===== src/rtl/copro_mailbox_09.sv =====
// 6809-side mailbox: two byte FIFOs (host->6809, 6809->host), four bus registers, and an
// active-low IRQ. Bus accesses are captured while E is high and commit on the first E-low clock.
module copro_mailbox_09 #(
  parameter int unsigned DEPTH = 8
) (
  input  logic       clock,
  input  logic       reset,
  input  logic       clock_e,
  input  logic       sel_09,
  input  logic [1:0] address_09,
  input  logic       r_w_09,
  input  logic [7:0] data_09_in,
  output logic [7:0] data_09_out,
  output logic       data_09_oe,
  input  logic       host_wr,
  input  logic [7:0] host_data_in,
  input  logic       host_rd,
  output logic [7:0] host_data_out,
  output logic       h2c_full,
  output logic       c2h_empty,
  output logic       _irq_09
);

  localparam int unsigned AW = (DEPTH > 1) ? $clog2(DEPTH) : 1;
  localparam int unsigned CW = AW + 1;

  logic [7:0]    h2c_mem_q [DEPTH];
  logic [7:0]    c2h_mem_q [DEPTH];
  logic [AW-1:0] h2c_wp_q, h2c_rp_q, c2h_wp_q, c2h_rp_q;
  logic [CW-1:0] h2c_cnt_q, c2h_cnt_q, h2c_cnt_d, c2h_cnt_d;
  logic          h2c_ovf_q, c2h_ovf_q, h2c_ovf_d, c2h_ovf_d;
  logic [1:0]    en_q;
  logic          e_q, sel_r_q, rw_r_q, irq_n_q;
  logic [1:0]    addr_r_q;
  logic [7:0]    din_r_q, dout_q;

  logic       window, commit, clr_ovf;
  logic       h2c_do_push, h2c_do_pop, c2h_do_push, c2h_do_pop;
  logic       h2c_ne, c2h_ne, irq_pending;
  logic [7:0] h2c_head, rd_data;

  assign window   = clock_e & sel_09;
  // Falling E with a captured select: the single commit point of each E cycle.
  assign commit   = e_q & ~clock_e & sel_r_q;
  assign h2c_ne   = (h2c_cnt_q != '0);
  assign c2h_ne   = (c2h_cnt_q != '0);
  assign h2c_head = h2c_ne ? h2c_mem_q[h2c_rp_q] : 8'h00;

  always_comb begin
    clr_ovf     = commit & ~rw_r_q & (addr_r_q == 2'd0);
    h2c_do_pop  = commit & rw_r_q & (addr_r_q == 2'd1) & h2c_ne;
    h2c_do_push = host_wr & ((h2c_cnt_q != CW'(DEPTH)) | h2c_do_pop);
    c2h_do_pop  = host_rd & c2h_ne;
    c2h_do_push = commit & ~rw_r_q & (addr_r_q == 2'd1) &
                  ((c2h_cnt_q != CW'(DEPTH)) | c2h_do_pop);
    // Set beats clear when both land on the same clock.
    h2c_ovf_d = (host_wr & ~h2c_do_push) | (h2c_ovf_q & ~(clr_ovf & din_r_q[2]));
    c2h_ovf_d = (commit & ~rw_r_q & (addr_r_q == 2'd1) & ~c2h_do_push) |
                (c2h_ovf_q & ~(clr_ovf & din_r_q[3]));
    h2c_cnt_d = h2c_cnt_q;
    if (h2c_do_push && !h2c_do_pop) h2c_cnt_d = h2c_cnt_q + CW'(1);
    if (!h2c_do_push && h2c_do_pop) h2c_cnt_d = h2c_cnt_q - CW'(1);
    c2h_cnt_d = c2h_cnt_q;
    if (c2h_do_push && !c2h_do_pop) c2h_cnt_d = c2h_cnt_q + CW'(1);
    if (!c2h_do_push && c2h_do_pop) c2h_cnt_d = c2h_cnt_q - CW'(1);
  end

  assign irq_pending = (en_q[0] & h2c_ne) | (en_q[1] & ~c2h_ne);

  always_comb begin
    rd_data = 8'h00;
    case (address_09)
      2'd0:    rd_data = {irq_pending, 3'b000, c2h_ovf_q, h2c_ovf_q,
                          (c2h_cnt_q == CW'(DEPTH)), h2c_ne};
      2'd1:    rd_data = h2c_head;
      2'd2:    rd_data = {6'b0, en_q};
      default: rd_data = {4'(c2h_cnt_q), 4'(h2c_cnt_q)};
    endcase
  end

  always_ff @(posedge clock) begin
    if (reset) begin
      h2c_wp_q  <= '0;
      h2c_rp_q  <= '0;
      c2h_wp_q  <= '0;
      c2h_rp_q  <= '0;
      h2c_cnt_q <= '0;
      c2h_cnt_q <= '0;
      h2c_ovf_q <= 1'b0;
      c2h_ovf_q <= 1'b0;
      en_q      <= 2'b00;
      e_q       <= 1'b0;
      sel_r_q   <= 1'b0;
      addr_r_q  <= 2'd0;
      rw_r_q    <= 1'b0;
      din_r_q   <= 8'h00;
      dout_q    <= 8'h00;
      irq_n_q   <= 1'b1;
    end else begin
      e_q <= clock_e;
      if (clock_e) begin
        sel_r_q  <= sel_09;
        addr_r_q <= address_09;
        rw_r_q   <= r_w_09;
        din_r_q  <= data_09_in;
      end
      if (window) dout_q <= rd_data;
      if (h2c_do_push) h2c_wp_q <= h2c_wp_q + AW'(1);
      if (h2c_do_pop)  h2c_rp_q <= h2c_rp_q + AW'(1);
      if (c2h_do_push) c2h_wp_q <= c2h_wp_q + AW'(1);
      if (c2h_do_pop)  c2h_rp_q <= c2h_rp_q + AW'(1);
      h2c_cnt_q <= h2c_cnt_d;
      c2h_cnt_q <= c2h_cnt_d;
      h2c_ovf_q <= h2c_ovf_d;
      c2h_ovf_q <= c2h_ovf_d;
      if (commit && !rw_r_q && addr_r_q == 2'd2) en_q <= din_r_q[1:0];
      irq_n_q <= ~irq_pending;
    end
  end

  always_ff @(posedge clock) begin
    if (h2c_do_push) h2c_mem_q[h2c_wp_q] <= host_data_in;
    if (c2h_do_push) c2h_mem_q[c2h_wp_q] <= din_r_q;
  end

  assign data_09_oe    = window & r_w_09;
  assign data_09_out   = window ? rd_data : dout_q;
  assign host_data_out = c2h_ne ? c2h_mem_q[c2h_rp_q] : 8'h00;
  assign h2c_full      = (h2c_cnt_q == CW'(DEPTH));
  assign c2h_empty     = ~c2h_ne;
  assign _irq_09       = irq_n_q;

endmodule


===== config.mk =====
export PLATFORM = sky130hd
export DESIGN_NAME = copro_mailbox_09
export DESIGN_NICKNAME = d
export VERILOG_FILES = /design/src/rtl/copro_mailbox_09.sv
export SDC_FILE = /design/constraint.sdc
export NUM_CORES = 1
export LEC_CHECK = 0
export ABC_AREA = 1
export ABC_CLOCK_PERIOD_IN_PS = 5300
export CAP_MARGIN = 20
export CORE_UTILIZATION = 50
export DETAILED_ROUTE_END_ITERATION = 7
export GPL_TIMING_DRIVEN = 0
export PLACE_DENSITY_LB_ADDON = 0.15
export SLEW_MARGIN = 25
export SYNTH_ARGS = -nofsm -noshare
export SYNTH_HDL_FRONTEND = slang
export SYNTH_SLANG_ARGS = --single-unit

===== constraint.sdc =====
create_clock -name clock -period 5.3 [get_ports clock]
set_input_delay 0.795 -clock clock [delete_from_list [all_inputs] [get_ports clock]]
set_output_delay 0.795 -clock clock [all_outputs]
set_load 0.02 [all_outputs]

### Word level (Yosys, flattened, before mapping)

Memories as Yosys holds them, arrays and structs flattened. A register that Yosys moved wholly into a read port is not among the register bits.
Index checks and enable logic that the tools add are counted.

* add/subtract/negate cells: 8
* equal/unequal tests: 8
* muxes and demuxes: 16
* bitwise logic cells: 34
* reductions and logical operators: 17

Operators by type and width (number)
* 8-bit two-way mux: 3
* 8-bit case mux with 3 select lines: 1
* 1-bit bitwise AND: 21
* 4-bit two-way mux: 4
* 3-bit by 1-bit adder with 3-bit output, second input constant: 4
* 3-bit two-way mux: 4
* 4-bit by 1-bit adder with 4-bit output, second input constant: 2
* 4-bit equality test, second input constant: 2
* 4-bit != test, second input constant: 2
* 1-bit NOT: 8
* 4-bit nonzero test: 2
* 4-bit by 1-bit subtractor with 4-bit output, second input constant: 2
* 1-bit logical AND: 6
* 1-bit zero test: 5
* 1-bit bitwise OR: 5
* 2-bit by 1-bit equality test with 1-bit output, second input constant: 2
* 2-bit equality test, second input constant: 2
* 2-bit zero test: 2
* 1-bit two-way mux: 4
* 2-bit nonzero test: 2

* bits in registers: 46
* RAM bits: 128
* input bits: 25
* memories: 2

Memories
* c2h_mem_q: words 8, width 8, rd ports 1, clocked after Yosys merged registers in 1, wr ports 1, line 28 `logic [7:0] c2h_mem_q [DEPTH];`
* h2c_mem_q: words 8, width 8, rd ports 1, clocked after Yosys merged registers in 1, wr ports 1, line 27 `logic [7:0] h2c_mem_q [DEPTH];`

### Depth between registers and ports, before layout

* word-level depth: 11
* mapped depth: 15
* gate-level depth less buffers: 14

### Worst setup path before layout

Ideal clock, no wire load.

* path kind: input port to flip-flop
* start: input clock_e
* end: register c2h_cnt_q[2]
* setup time: 0.115 ns
* arrival: 2.440 ns
* data required time: 5.185 ns
* setup slack: 2.744 ns
* stages on the path: 14
* path buffers: 1
* cells stage by stage: buf_6 -> clkinv_4 -> nand3_4 -> nor2_4 -> nand3_2 -> nor2_4 -> inv_2 -> ha_1 -> xor2_1 -> ha_1 -> a21oi_1 -> xnor2_1 -> o21ai_0 -> inv_1

* longest elaborated chain between the ends: 9
* elaborated cells on any way between the ends: 11

Ends and longest elaborated chain
* start: declaration: line 8 `input logic clock_e,`
* 1-bit NOT *: line 44 `assign commit = e_q & ~clock_e & sel_r_q;`
* 1-bit bitwise AND * (2 in series): line 44
* 1-bit bitwise AND * (3 in series): line 54 `c2h_do_push = commit & ~rw_r_q & (addr_r_q == 2'd1) &`
* 1-bit zero test: line 65 `if (!c2h_do_push && c2h_do_pop) c2h_cnt_d = c2h_cnt_q - CW'(1);`
* 1-bit logical AND: line 65
* 4-bit two-way mux or 2-bit nonzero test (tied branches)
* end signal: assignment: line 113 `c2h_cnt_q <= c2h_cnt_d;`
* end: declaration: line 30 `logic [CW-1:0] h2c_cnt_q, c2h_cnt_q, h2c_cnt_d, c2h_cnt_d;`

Every way passes the cells marked *; elsewhere a longest branch is shown, timed or not.
A chain may end at the register's enable or synchronous reset.

### Worst setup path in the final report

* start: input address_09[0]
* end: output data_09_out[0]

* longest elaborated chain between the ends: 3
* elaborated cells on any way between the ends: 5

Ends and longest elaborated chain
* start: declaration: line 10 `input logic [1:0] address_09,`
* 2-bit equality test, or another cell as far along: line 72 `case (address_09)`
* 8-bit case mux with 3 select lines *: line 72
* 8-bit two-way mux *
* end: declaration: line 13 `output logic [7:0] data_09_out,`

Marked as above.

==> flow_metrics.env <==
export IMPL_place_port_buffers=42
export IMPL_worstSetupEndpointType="output pin"
export IMPL_grt_pass1_vias=5320
export IMPL_synth_warnings=0
export IMPL_worstSkewPairLatency_ps=430
export IMPL_p_per_area_mw_per_mm2=390.4
export IMPL_path_common_cell="nand2_1"
export IMPL_start_kind="input port"
export IMPL_ctsResizeCount=0
export IMPL_dp_slack_ps=1737
export IMPL_ys_types=34
export IMPL_synth_most_common_cell="edfxtp_1"
export IMPL_critPathTopFamily="buffers and inverters"
export IMPL_hold_class="register to register"
export IMPL_maxSlewViolCount=0
export IMPL_first_iter_violations=366
export IMPL_num_antenna_cells=0
export IMPL_synth_xor_area_frac=0.004591
export IMPL_post_route_min_period_ps=3568
export IMPL_drc=3
export IMPL_start_util=0.5192
export IMPL_first_pass_iters=7
export IMPL_critPathBufInv=2
export IMPL_cp_required_ps=4510
export IMPL_fin_hold_ws_ps=462.5
export IMPL_slowest_delay_ps=600
export IMPL_violations="design-rule violations"
export IMPL_grt_pass1_wl_um=26480
export IMPL_synth_compound_area_frac=0.09838
export IMPL_nFillCells=1249
export IMPL_synthFlopType="edfxtp_1"
export IMPL_power_switching_uw=1013
export IMPL_crit_arrival_ps=2770
export IMPL_fin_tns_setup_ps=0
export IMPL_sw_frac_of_total=0.2934
export IMPL_grt_use_total=0.2217
export IMPL_internal_power_uw=2439
export IMPL_yosysTopAreaCell="edfxtp_1"
export IMPL_cts_buffers=17
export IMPL_cts_clk_slew_worst_paths_ps=60
export IMPL_synthAdderAreaFrac=0.01738
export IMPL_worstPathCellList="clkdlybuf4s50_1 -> nand2_1 -> nor2_4 -> nand3_1 -> nand2_1 -> nand2_1 -> nand2_1 -> clkdlybuf4s50_1"
export IMPL_wl_per_cell_um=16.28
export IMPL_hold_viol=0
export IMPL_die_y_um=125.5
export IMPL_holdBufCountCts=0
export IMPL_cts_root_buffer="clkbuf_16"
export IMPL_synthMuxAreaShare=0
export IMPL_overflow=0
export IMPL_worst_slew_pin_slew_ps=913.0
export IMPL_grt_max_degree=17
export IMPL_synth_edf_count=128
export IMPL_setup_viol=0
export IMPL_clk_path_buf_depth=2
export IMPL_max_slew_margin=0.3891
export IMPL_htree_levels=4
export IMPL_clock_sinks=180
export IMPL_yosysSeqAreaShare=0.6401
export IMPL_gp_congestion=0.8255
export IMPL_ir_drop_mv=0.2529
export IMPL_grt_antenna_before_repair=0
export IMPL_maxCapViolCount=0
export IMPL_synth_area_leaders="edfxtp_1, dfxtp_1, nor2_1"
export IMPL_outcome="complete, but fails checks"
export IMPL_post_cts_buffers=0
export IMPL_synth_simple_area_share=0.1786
export IMPL_synth_seq_cells=180
export IMPL_p_seq_frac=0.462
export IMPL_fin_ws_ps=1732
export IMPL_fmax_ghz=0.2803
export IMPL_syn_to_final_growth_pct=15.86
export IMPL_synth_top_family_by_area="simple AND/OR/NAND/NOR gates"
export IMPL_ys_top_cells_by_count="edfxtp_1, nor2_1, nand2_1, o21ai_0, inv_1"
export IMPL_rsz0062_at_grt="false"
export IMPL_period_share=0.6731
export IMPL_syn_area_per_cell_sq_um=9.975
export IMPL_std_cell_rows=44
export IMPL_viasPerCell=5.352
export IMPL_total_power_uw=3452
export IMPL_min_delay_path_depth=2
export IMPL_io_pins=45
export IMPL_vias=5475
export IMPL_die_area_sq_mm=0.01576
export IMPL_drt_wl_total_um=16660
export IMPL_r2r_cells=11
export IMPL_fin_skew_ps=9.465
export IMPL_synthCells=765
export IMPL_synth_area_sq_mm=0.007631
export IMPL_path_depth=8
export IMPL_cp_slowest_cell="clkdlybuf4s50_1"
export IMPL_coreArea_sq_mm=0.01470
export IMPL_fp_dieW_um=125.5
export IMPL_antenna_left=0
export IMPL_yosysTopAreaCellShare=0.5037
export IMPL_cp_max_fo=8
export IMPL_worstSetupPathType="input port to output pin"
export IMPL_nets=861
export IMPL_p_clk_frac=0.322
export IMPL_hpwlAfterDp_um=12040
export IMPL_power_share_combinational=0.216
export IMPL_p_leak_uw=0.003400
export IMPL_cts_tree="done"
export IMPL_async_flop_share=0
export IMPL_synthesis_nets=800
export IMPL_drive_above_1_share=0.09654
worst min-delay path: stages (launching register included):
cell	delay [ps]
dfxtp_1	310
inv_1	50
a21oi_1	60
path summary, 6_finish.rpt:
path | from | slack, ps | to
worst max-delay path | address_09[0] | 1730 | data_09_out[0]
worst min-delay path | h2c_rp_q[2] | 460 | register
worst max register to register | c2h_cnt_q[1] | 2890 | c2h_cnt_q[2]
worst min register to register | h2c_rp_q[2] | 460 | register
registers in the layout, summed over array words and instances, names as in the netlist, 2 cells and up, named ones only:
| name | flops |
|---|---|
| h2c_wp_q | 3 |
| h2c_rp_q | 3 |
| c2h_mem_q | 64 |
| dout_q | 8 |
| c2h_rp_q | 3 |
| h2c_cnt_q | 4 |
| din_r_q | 8 |
| h2c_mem_q | 64 |
| c2h_wp_q | 3 |
| addr_r_q | 2 |
| en_q | 2 |
| c2h_cnt_q | 4 |
layout make-up:
class / count / area, sq um / area share
Multi-Input combinational cell: 473 / 2321 / 0.2625
Clock inverter: 9 / 61.31 / 0.006935
Sequential cell: 180 / 4885 / 0.5525
Inverter: 82 / 312.8 / 0.03538
Timing Repair Buffer: 42 / 420.4 / 0.04755
Clock buffer: 23 / 457.9 / 0.05180
Buffer: 30 / 152.6 / 0.01727
Tap cell: 184 / 230.2 / 0.02604
cell families (layout without fill, tap and decap cells):
| kind of cell | Yosys count | in the layout |
|---|---|---|
| compound gates | 144 | 144 |
| fa+ha+maj | 10 | 10 |
| buf+inv | 112 | 186 |
| simple gates | 315 | 315 |
| flops | 180 | 180 |
| xor+xnor | 4 | 4 |
layer usage:
layer,global-route usage,wire (um),vias up,share of wire
li1,-,-,2699,-
met3,0.04878,864,31,0.052
met4,0.1004,401,0,0.024
met5,0,0,-,0
met2,0.3765,8153,135,0.49
met1,0.2707,7239,2610,0.43
placed cells by master, fill, tap and decap left out, drive strengths merged:
| cell | instances |
|---|---|
| clkinv | 6 |
| xor2 | 2 |
| nand4 | 2 |
| nor2 | 132 |
| nand3b | 1 |
| fa | 1 |
| o21ai | 92 |
| ha | 9 |
| nand3 | 53 |
| a31oi | 8 |
| inv | 81 |
| a21oi | 39 |
| xnor2 | 2 |
| clkdlybuf4s50 | 42 |
| nand2 | 115 |
| buf | 20 |
| or2 | 4 |
| o211ai | 5 |
| clkbuf | 33 |
| dfxtp | 52 |
| clkinvlp | 4 |
| edfxtp | 128 |
| nor3 | 8 |
power groups by stage:
stage | Clock (uW) | Combinational [uW] | Sequential (uW)
floorplan | 0 | 466 | 1610
global placement | 0 | 721 | 1620
detailed placement | 0 | 743 | 1620
CTS | 1120 | 745 | 1590
global route | 1180 | 816 | 1600
finish | 1110 | 746 | 1600
stage by stage:
step	std cells	util	cell area, sq um
3_3_place_gp	991	0.5634	8282
5_1_grt	1023	0.6015	8841
2_1_floorplan	765	-	7631
6_report	1023	0.6015	8841
3_5_place_dp	991	0.5655	8312
4_1_cts	1023	0.6008	8831
No activity file was read; power rests on OpenSTA's default activity.
